File: src/rtl/icmp_rx_gate.sv
// rtl/icmp_rx_gate.sv - admits ICMP packets to the icmp block; echo rate limit
// (token bucket) is built only when ICMP_RATE_LIMIT_EN is defined.
module icmp_rx_gate #(
  parameter int TOKENS_MAX    = 4,
  parameter int REFILL_CYCLES = 125000,
  parameter int CNT_W         = 16
) (
  input  logic             rx_clock,
  input  logic             reset,
  input  logic             ip_rx_enable,
  input  logic [7:0]       ip_protocol,
  input  logic [7:0]       ip_rx_data,
  input  logic             icmp_busy,
  input  logic             dst_unreachable_in,
  output logic             icmp_rx_enable,
  output logic [7:0]       icmp_rx_data,
  output logic [3:0]       tokens,
  output logic [CNT_W-1:0] accept_count,
  output logic [CNT_W-1:0] drop_count,
  output logic [CNT_W-1:0] unreach_count
);

  typedef enum logic [1:0] {ST_IDLE, ST_PASS, ST_DROP} state_t;

  localparam logic [CNT_W-1:0] CNT_MAX     = '1;
  localparam logic [3:0]       TOKENS_FULL = 4'(TOKENS_MAX);

  state_t state, state_next;
  logic   prev_en;
  logic   start;
  logic   is_icmp;
  logic   is_echo;
  logic   is_unreach;
  logic   token_ok;
  logic   admit;
  logic   enable_next;
  logic   accept_inc;
  logic   drop_inc;

  function automatic logic [CNT_W-1:0] sat_inc(input logic [CNT_W-1:0] v, input logic en);
    return (en && v != CNT_MAX) ? v + CNT_W'(1) : v;
  endfunction

  // prev_en resets high so a packet already in flight at reset release is not a start
  assign start      = ip_rx_enable & ~prev_en;
  assign is_icmp    = (ip_protocol == 8'd1);
  assign is_echo    = (ip_rx_data == 8'd8);
  assign is_unreach = (ip_rx_data == 8'd3);
  assign admit      = is_icmp & ~icmp_busy & ((is_echo & token_ok) | is_unreach);

  always_comb begin
    state_next  = state;
    enable_next = 1'b0;
    accept_inc  = 1'b0;
    drop_inc    = 1'b0;
    case (state)
      ST_IDLE: begin
        if (start) begin
          if (admit) begin
            state_next  = ST_PASS;
            enable_next = 1'b1;
            accept_inc  = 1'b1;
          end else begin
            state_next = ST_DROP;
            drop_inc   = is_icmp;
          end
        end
      end
      ST_PASS: begin
        if (ip_rx_enable) begin
          enable_next = 1'b1;
        end else begin
          state_next = ST_IDLE;
        end
      end
      ST_DROP: begin
        if (!ip_rx_enable) begin
          state_next = ST_IDLE;
        end
      end
      default: state_next = ST_IDLE;
    endcase
  end

  always_ff @(posedge rx_clock) begin
    if (reset) begin
      state          <= ST_IDLE;
      prev_en        <= 1'b1;
      icmp_rx_enable <= 1'b0;
      icmp_rx_data   <= 8'h00;
    end else begin
      state          <= state_next;
      prev_en        <= ip_rx_enable;
      icmp_rx_enable <= enable_next;
      icmp_rx_data   <= ip_rx_data;
    end
  end

  always_ff @(posedge rx_clock) begin
    if (reset) begin
      accept_count  <= '0;
      drop_count    <= '0;
      unreach_count <= '0;
    end else begin
      accept_count  <= sat_inc(accept_count, accept_inc);
      drop_count    <= sat_inc(drop_count, drop_inc);
      unreach_count <= sat_inc(unreach_count, dst_unreachable_in);
    end
  end

`ifdef ICMP_RATE_LIMIT_EN
  localparam int RW = (REFILL_CYCLES > 1) ? $clog2(REFILL_CYCLES) : 1;

  logic [RW-1:0] refill_cnt;
  logic [3:0]    tokens_q;
  logic          tick;
  logic          consume;

  assign tick     = (refill_cnt == RW'(REFILL_CYCLES - 1));
  assign consume  = accept_inc & is_echo;
  assign token_ok = (tokens_q != 4'd0);
  assign tokens   = tokens_q;

  // a refill and a consume in the same cycle cancel out
  always_ff @(posedge rx_clock) begin
    if (reset) begin
      refill_cnt <= '0;
      tokens_q   <= TOKENS_FULL;
    end else begin
      refill_cnt <= tick ? '0 : refill_cnt + RW'(1);
      if (tick && !consume && tokens_q < TOKENS_FULL) begin
        tokens_q <= tokens_q + 4'd1;
      end else if (consume && !tick) begin
        tokens_q <= tokens_q - 4'd1;
      end
    end
  end
`else
  assign token_ok = 1'b1;
  assign tokens   = TOKENS_FULL;
`endif

endmodule

File: config.mk
export PLATFORM = sky130hd
export DESIGN_NAME = icmp_rx_gate
export DESIGN_NICKNAME = d
export VERILOG_FILES = /design/src/rtl/icmp_rx_gate.sv
export SDC_FILE = /design/constraint.sdc
export NUM_CORES = 1
export LEC_CHECK = 0
export ABC_AREA = 1
export ABC_CLOCK_PERIOD_IN_PS = 1740
export BUFFER_PORTS_ARGS = -buffer_cell sky130_fd_sc_hd__buf_2
export CAP_MARGIN = 10
export CORE_MARGIN = 2
export CORE_UTILIZATION = 53
export CTS_CLUSTER_DIAMETER = 80
export DETAILED_ROUTE_END_ITERATION = 6
export PLACE_DENSITY = 0.79
export SYNTH_ARGS = -nofsm -noshare
export SYNTH_HDL_FRONTEND = slang
export SYNTH_SLANG_ARGS = --single-unit
File: constraint.sdc
create_clock -name rx_clock -period 1.74 [get_ports rx_clock]
set_input_delay 0.348 -clock rx_clock [delete_from_list [all_inputs] [get_ports rx_clock]]
set_output_delay 0.348 -clock rx_clock [all_outputs]
set_load 0.005 [all_outputs]
After elaboration in Yosys (flattened, before gate mapping)
Cells that the tools add are included.
{"block": "word_totals", "ram_bits": 0, "reg_bits": 60, "wordCells": 44, "n_memories": 0, "latchBits": 0, "rom_bits": 0, "input_bits": 21, "output_inout_bits": 61}
{"block": "op_classes", "magnitude_cmp": 0, "addsub": 3, "n_mux": 12, "bitwise_logic": 6, "reduce_logical": 6, "n_shift": 0, "mul": 0, "n_eq_ne": 10, "div_mod_pow": 0}
{"op": "$add 16x1->16 const B", "n": 3}
{"op": "$ne 16x16->1 const B", "n": 3}
{"op": "$eq 8x1->1 const B", "n": 1}
{"op": "$eq 8x2->1 const B", "n": 1}
{"op": "$eq 8x4->1 const B", "n": 1}
{"op": "$mux 1", "n": 7}
{"op": "$mux 2", "n": 3}
{"op": "$ne 2x2->1 const B", "n": 2}
{"op": "$pmux 2 s2", "n": 1}
{"op": "$and 1x1->1", "n": 3}
{"op": "$logic_and 1x1->1", "n": 3}
{"op": "$eq 2x1->1 const B", "n": 1}
{"op": "$eq 2x2->1 const B", "n": 1}
{"op": "$logic_not 2->1", "n": 1}
{"op": "$not 1->1", "n": 2}
{"op": "$pmux 1 s2", "n": 1}
{"op": "$reduce_and 2->1", "n": 1}
{"op": "$reduce_or 2->1", "n": 1}
{"op": "$or 1x1->1", "n": 1}

Logic depth before layout (Yosys ltp)
Gate-level depths: netlist of run 1.
{"block": "logic_depth", "word_depth": 7, "mapped_depth": 11}

Worst setup path before layout of run 1
Ideal clock, no wire load.
{"block": "synth_path", "path_kind": "register to register", "startpoint": "register drop_count[0]", "endpoint": "register drop_count[3]", "arrival_ns": 1.421, "setup_time_ns": 0.116, "t_required_ns": 1.624, "n_path_buf": 1, "path_stages_with_launch": 10, "setup_slack_ns": 0.204, "path_cell_list": "dfxtp_1 -> ha_1 -> nand2_1 -> nor2_2 -> nand2_2 -> nor3_4 -> nor2_4 -> buf_6 -> a21oi_1 -> nor2_1"}
{"block": "synth_between", "elab_chain_len": 2}
{"element": "from (decl)", "line": "19", "source": "output logic [CNT_W-1:0] drop_count,"}
{"element": "from (signal assigned)", "line": "106", "source": "drop_count <= sat_inc(drop_count, drop_inc);"}
{"element": "parallel branches: the longest is 2 deep, another holds $add 16x1->16"}
Parallel ways; which one is timed is not known.
A chain may end at the register's enable or synchronous reset.

Worst setup path after layout of run 1
{"block": "layout_path", "startpoint": "register unreach_count[1]", "endpoint": "register unreach_count[4]"}
{"block": "layout_between", "elab_chain_len": 2}
{"element": "from (decl)", "line": "20", "source": "output logic [CNT_W-1:0] unreach_count"}
{"element": "from (signal assigned)", "line": "107", "source": "unreach_count <= sat_inc(unreach_count, dst_unreachable_in);"}
{"element": "parallel branches: the longest is 2 deep, another holds $add 16x1->16"}
Parallel ways; which one is timed is not known.

==> flow_metrics.tcl, run 1 <==
set metrics [dict create \
    status "finished clean" \
    worst_skew_pair.late_latency_ns 0.34 \
    number_of_drc_violations_after_detailed_routing_iteration_0 169 \
    synth-edff-count 0 \
    route.detailed.vias_per_inst 5.11 \
    globalplace.congestion 0.867 \
    height_of_the_chip_um 83.1 \
    timing.max_cap.violations 0 \
    clkSlewWorstSetupHoldPaths_ns 0.06 \
    detail-route-antenna-nets 0 \
    wl_per_cell_um 11.8 \
    syn-mean-instance-area_um2 6.66 \
    critPathMostFrequentCell "sky130_fd_sc_hd__nand3_2" \
    final_hold_violating_endpoints 0 \
    power_frac_comb 0.077 \
    synth.most_common_cell "sky130_fd_sc_hd__nand2_1" \
    critPathMaxFanout 9 \
    critPathSlowestCell "sky130_fd_sc_hd__dfxtp_1" \
    r2r.worst_path.cells 8 \
    p_sw_frac 0.246 \
    p_per_area_mw_per_mm2 637 \
    yosysTopAreaCellShare 0.362 \
    hold_path.class "primary input to flop" \
    hold_path.startpoint "ip_rx_data[6]" \
    route.detailed.drc 0 \
    timing_worst_setup_path_type "flop to flop" \
    tritoncts.num_buffers 9 \
    post-route-period-util 0.928 \
    synthCells 498 \
    grt_pass1_wl_um 13200 \
    top_level_ports 82 \
    critical_path.endpoint_type "flop" \
    maximum_number_of_pins_on_one_net_before_global_route_repair 27 \
    tritoncts_clock_tree "built" \
    power_report.internal_total_uw 2010 \
    share_clk_of_total_power 0.397 \
    p_r_area_growth_vs_syn_pct 26.2 \
    setup.worst_path.start_class "flop" \
    netlist_area_pre_place_mm2 0.00331 \
    critPathTopFamily "simple AND/OR/NAND/NOR gates" \
    finalPower_uw 2660 \
    flops_latches_synth 60 \
    die_w_um 83.1 \
    first_global_vias 3162 \
    layout-drive-gt1-share 0.277 \
    post_synth_main_area_contributors "sky130_fd_sc_hd__dfxtp_1 (36%), sky130_fd_sc_hd__nand2_1 (12%), sky130_fd_sc_hd__nor2_1 (9.7%)" \
    crit_path_cell_trace "ha_2 > nand3_2 > nor3_4 > nand3_2 > nand2_4 > buf_6 > o21ai_0 > nor3b_1" \
    max_clock_freq_mhz 619 \
    ff2ff_setup_slack_ns 0.13 \
    floorplan.core_area_mm2 0.00599 \
    dr_total_vias 3477 \
    antenna_violations_before_repair 0 \
    worst-endpoint-arrival_ns 1.84 \
    root_buffer "sky130_fd_sc_hd__clkbuf_8" \
    setup_viol 0 \
    num_rows 28 \
    power_leakage_uw 0.00189 \
    overall_die_area_mm2 0.00690 \
    cts_htree_levels 3 \
    number_of_iterations_in_the_first_detailed_routing_pass 4 \
    clkSinkCount 60 \
    wl_um 8040 \
    globalRoute.totalOverflow 0 \
    slew_violations 0 \
    holdWs_ns 0.240 \
    proportion_of_synthesized_flip_flops_having_asynchronous_set_or_reset 0 \
    regToRegStartpoint "unreach_count[1]" \
    critical_path.reg2reg.endpoint "unreach_count[4]" \
    synth_area_leader_cell "sky130_fd_sc_hd__dfxtp_1" \
    netlist-cell-type-count 34 \
    p_seq_frac 0.526 \
    initial_core_utilization 0.553 \
    fin_worst_skew_ns 0.00682 \
    global_router_s_overall_resource_usage 0.228 \
    final_nets 629 \
    synth-main-ff-cell "sky130_fd_sc_hd__dfxtp_1" \
    dp.final_hpwl_um 5860 \
    clock_path_buffers 2 \
    buffer_ports.inserted 77 \
    total_switching_power_uw 654 \
    timing.hold.worst_path_depth 3 \
    critical_path_buffer_and_inverter_count 1 \
    timing.critical_path.required_ns 1.96 \
    max_stage_delay_ns 0.33 \
    ir_drop_uv 506 \
    yosysSeqAreaShare 0.362 \
    diodes_inserted 0 \
    final_period_minus_worst_setup_slack_ns 1.61 \
    yosysWarningCount 0 \
    synth.top_cells.by_count "sky130_fd_sc_hd__nand2_1 (105), sky130_fd_sc_hd__nor2_1 (86), sky130_fd_sc_hd__inv_1 (70), sky130_fd_sc_hd__dfxtp_1 (60), sky130_fd_sc_hd__nand3_1 (35)" \
    hold-path-endpoint "icmp_rx_data[6]" \
]
-- power by group through the flow --
stage / Combinational, uW / Clock, uW / Sequential [uW]
3_5_place_dp: 202 / 0 / 1430
5_1_grt: 231 / 1130 / 1400
4_1_cts: 204 / 1070 / 1400
2_1_floorplan: 122 / 0 / 1440
6_report: 206 / 1060 / 1400
3_3_place_gp: 194 / 0 / 1430
-- final cells by class --
| type | count | area [um2] |
|---|---|---|
| clock buffers | 11 | 141 |
| repair buffers | 106 | 632 |
| clock inverters | 3 | 15.0 |
| flip-flops and latches | 60 | 1210 |
| inverters | 73 | 274 |
| multi-input cells | 353 | 1820 |
| well taps | 75 | 93.8 |
| fillers | 523 | 1810 |
-- state kept, by name, indices dropped and copies added (netlist names) --
name,count
prev_en,1
drop_count,16
icmp_rx_data,8
icmp_rx_enable,1
accept_count,16
unreach_count,16
state,2
-- kinds of logic after synthesis --
| kind of cell | after synthesis | share of synthesized area |
|---|---|---|
| other | 2 | 0.00227 |
| AO/OA/AOI/OAI | 51 | 0.0834 |
| buffers and inverters | 87 | 0.114 |
| flip-flops | 60 | 0.362 |
| adder cells (fa/ha/maj) | 5 | 0.0189 |
| XOR/XNOR | 9 | 0.0238 |
| AND/OR/NAND/NOR | 284 | 0.395 |
-- tightest hold or removal path: cells and delay by family --
| kind | cells | cell delay (ns) |
|---|---|---|
| simple gates | 1 | 0.07 |
| buf+inv | 2 | 0.14 |
-- through the flow --
stage / worst slack (ns) / util / instances / instance area, um2 / TNS, ns
finish: 0.126 / 0.698 / 681 / 4180 / 0
CTS: -0.00468 / 0.677 / 675 / 4050 / -0.00468
global placement: 0.0557 / 0.650 / 661 / 3890 / 0
global route: -0.0184 / 0.698 / 681 / 4180 / -0.0184
floorplan: 0.204 / - / 500 / 3320 / 0
detailed placement: 0.00803 / 0.650 / 661 / 3890 / 0
-- per-layer routing --
metal  GRT usage  up-vias  wire length, um
li1            -     1772                -
met1       0.268     1574             3380
met2       0.404      116             4090
met3      0.0437       15              443
met4      0.0939        0              129
met5           0        -                0
-- cell usage in the layout, fill, tap and decap left out, types with 3 or more instances in the layout --
master                       n
sky130_fd_sc_hd__a21oi_1    24
sky130_fd_sc_hd__buf_2      77
sky130_fd_sc_hd__buf_4      26
sky130_fd_sc_hd__clkbuf_8   10
sky130_fd_sc_hd__clkinv_2    3
sky130_fd_sc_hd__conb_1      4
sky130_fd_sc_hd__dfxtp_1    56
sky130_fd_sc_hd__dfxtp_2     4
sky130_fd_sc_hd__inv_1      70
sky130_fd_sc_hd__inv_2       3
sky130_fd_sc_hd__nand2_1   103
sky130_fd_sc_hd__nand2_2     6
sky130_fd_sc_hd__nand3_1    31
sky130_fd_sc_hd__nand3_2     9
sky130_fd_sc_hd__nand4_1    14
sky130_fd_sc_hd__nor2_1     85
sky130_fd_sc_hd__nor2_2      9
sky130_fd_sc_hd__nor2_4      4
sky130_fd_sc_hd__nor3_1     10
sky130_fd_sc_hd__nor3_2      3
sky130_fd_sc_hd__o21ai_0    18
sky130_fd_sc_hd__o21ai_1     3
sky130_fd_sc_hd__xnor2_1     7
-- worst max path at each step --
stage	slack, ns	endpoint	from	depth (start not counted)
3_5_place_dp	0.008	drop_count[11]	drop_count[1]	8
2_1_floorplan	0.20	drop_count[3]	drop_count[0]	9
6_report	0.13	unreach_count[4]	unreach_count[1]	8
3_3_place_gp	0.06	drop_count[10]	ip_protocol[7]	12
5_1_grt	-0.02	unreach_count[4]	unreach_count[1]	8
4_1_cts	-0.005	drop_count[11]	drop_count[1]	8
-- timing repair --
item                                    CTS  global route
pin swaps                                 0             9
hold buffers                              0             0
endpoints found under the setup margin    2            37
buffers inserted                          0             6
gates resized for setup                   1            21
(Power assumes the default switching activity.)
==> inputs of run 2 (changes only) <==
Settings changed: ABC_CLOCK_PERIOD_IN_PS 1740 to 1300, CORE_UTILIZATION 53 to 40, PLACE_DENSITY 0.79 to 0.65.
Clock period 1.74 ns to 1.3 ns, I/O delays scaled along.
==> run 2 against run 1 <==
Clock skew is essentially flat. Setup slack lost 0.35 ns. Cell area grew 31%. Die area grew 31%. Sequential share of layout area shrank 6.1 points. The flow now finishes with violations (setup timing). Largest cell class unchanged. First-iteration DRC count shrank 11%. Routed wire length grew 19%. Critical path type unchanged.
==> flow_metrics.tcl, run 2 (synthesis gave the netlist of run 1 again) <==
set metrics [dict create \
    layout_commonest_cell "sky130_fd_sc_hd__buf_4" \
    antenna_violations_before_repair 0 \
    timing.critical_path.required_ns 1.51 \
    holdBufCountCts 0 \
    total_switching_power_uw 959 \
    timing.hold.worst_path_depth 4 \
    timing.final.ws_setup_ns -0.225 \
    p_sw_frac 0.248 \
    dp.final_hpwl_um 6930 \
    max_clock_freq_mhz 656 \
    cts_htree_levels 3 \
    critPathMaxFanout 7 \
    reg.largest.list "accept_count: 16 flops, drop_count: 16 flops, unreach_count: 16 flops" \
    final_core_utilization 0.675 \
    place_ws_ns -0.269 \
    holdWs_ns 0.252 \
    clock_path_buffers 2 \
    p_r_area_growth_vs_syn_pct 65.6 \
    clkSinkCount 60 \
    clkSlewWorstSetupHoldPaths_ns 0.07 \
    globalplace.congestion 0.834 \
    maximum_number_of_pins_on_one_net_before_global_route_repair 27 \
    overall_die_area_mm2 0.00903 \
    power_report.internal_total_uw 2910 \
    critical_path.endpoint_type "flop" \
    share_clk_of_total_power 0.417 \
    root_buffer "sky130_fd_sc_hd__clkbuf_8" \
    fin_worst_skew_ns 0.00650 \
    final_period_minus_worst_setup_slack_ns 1.52 \
    route.detailed.drc 0 \
    setup_repair_after_global_routing_missed_its_margin "true" \
    final_nets 724 \
    wl_per_cell_um 11.8 \
    first_global_vias 3644 \
    slew_violations 0 \
    ir_drop_uv 461 \
    crit_path_cell_trace "ha_4 > nand3_4 > nor3_4 > nand3_2 > nand2_8 > buf_12 > o21ai_2 > nor3b_2" \
    buffer_ports.inserted 77 \
    timing_worst_setup_path_type "flop to flop" \
    worst-endpoint-arrival_ns 1.74 \
    num_rows 33 \
    final_hold_violating_endpoints 0 \
    diodes_inserted 0 \
    p_seq_frac 0.484 \
    setup.worst_path.start_class "flop" \
    r2r.worst_path.cells 8 \
    max_stage_delay_ns 0.35 \
    setup_total_negative_slack_ns -5.71 \
    status "finished, violations left" \
    hold_path.class "primary input to flop" \
    power_frac_comb 0.099 \
    initial_core_utilization 0.407 \
    number_of_iterations_in_the_first_detailed_routing_pass 4 \
    critPathSlowestCell "sky130_fd_sc_hd__dfxtp_2" \
    number_of_drc_violations_after_detailed_routing_iteration_0 151 \
    dr_total_vias 3828 \
    failed_checks "setup timing" \
    timing.max_cap.violations 0 \
    setup_viol 46 \
    floorplan.core_area_mm2 0.00813 \
    power_leakage_uw 0.00252 \
    tritoncts_clock_tree "built" \
    wl_um 9560 \
    height_of_the_chip_um 95.0 \
    globalRoute.totalOverflow 0 \
    num-fill-cells 693 \
    p_per_area_mw_per_mm2 704 \
    post-route-period-util 1.17 \
    tritoncts.num_buffers 9 \
    die_w_um 95.0 \
    route.detailed.vias_per_inst 4.74 \
    layout-drive-gt1-share 0.506 \
    grt_pass1_wl_um 15200 \
    layout_common_cells "sky130_fd_sc_hd__buf_4 (106), sky130_fd_sc_hd__nand2_1 (88), sky130_fd_sc_hd__nor2_1 (76)" \
    global_router_s_overall_resource_usage 0.209 \
    detail-route-antenna-nets 0 \
    worst_skew_pair.late_latency_ns 0.33 \
    top_level_ports 82 \
]
-- run 2: routing by layer --
metal | routed length (um) | share of wire | vias up | global-route usage
met3 | 342 | 0.036 | 13 | 0.0348
li1 | - | - | 1972 | -
met1 | 3960 | 0.41 | 1773 | 0.243
met4 | 174 | 0.018 | 0 | 0.0809
met5 | 0 | 0 | - | 0
met2 | 5080 | 0.53 | 70 | 0.382
-- run 2: power by group through the flow --
stage	registers [uW]	logic, uW	clock network (uW)
final	1870	384	1610
after global routing	1870	428	1740
after detailed placement	1910	334	0
after CTS	1870	355	1650
after floorplan	1920	179	0
after global placement	1910	323	0
-- run 2: critical path: cells and delay by family (launching register included) --
kind	cells	cell delay (ns)
simple gates	5	0.70
flops	1	0.35
fa+ha+maj	1	0.15
buf+inv	1	0.14
compound gates	1	0.04
-- run 2: through the flow --
step / std cells / area (um2) / power [uW]
after CTS: 801 / 5210 / 3880
after global routing: 808 / 5490 / 4040
after global placement: 779 / 4790 / 2240
final: 808 / 5490 / 3870
after detailed placement: 779 / 4790 / 2250
after floorplan: 500 / 3490 / 2100
-- run 2: final cells by class --
class                           instances  area, um2  area share
Clock inverter                          6       55.1      0.0100
Timing Repair inverter                  1       6.26     0.00114
Sequential cell                        60       1250       0.227
Timing Repair Buffer                  200       1460       0.265
Clock buffer                           10        128      0.0233
Inverter                               73        284      0.0517
Tap cell                              105        131      0.0239
Multi-Input combinational cell        353       2180       0.397
-- run 2: final timing paths --
| kind | from | to | slack [ns] |
|---|---|---|---|
| setup / recovery | unreach_count[1] | unreach_count[7] | -0.22 |
| hold / removal | ip_rx_data[4] | icmp_rx_data[4] | 0.25 |
| setup reg to reg | unreach_count[1] | unreach_count[7] | -0.22 |
| hold reg to reg | state[1] | state[1] | 0.47 |
-- run 2: what timing repair did --
item,CTS,global route
buffers inserted,7,5
resized for setup,53,61
pin swaps,26,28
cloned,1,2
setup endpoints to repair,50,51
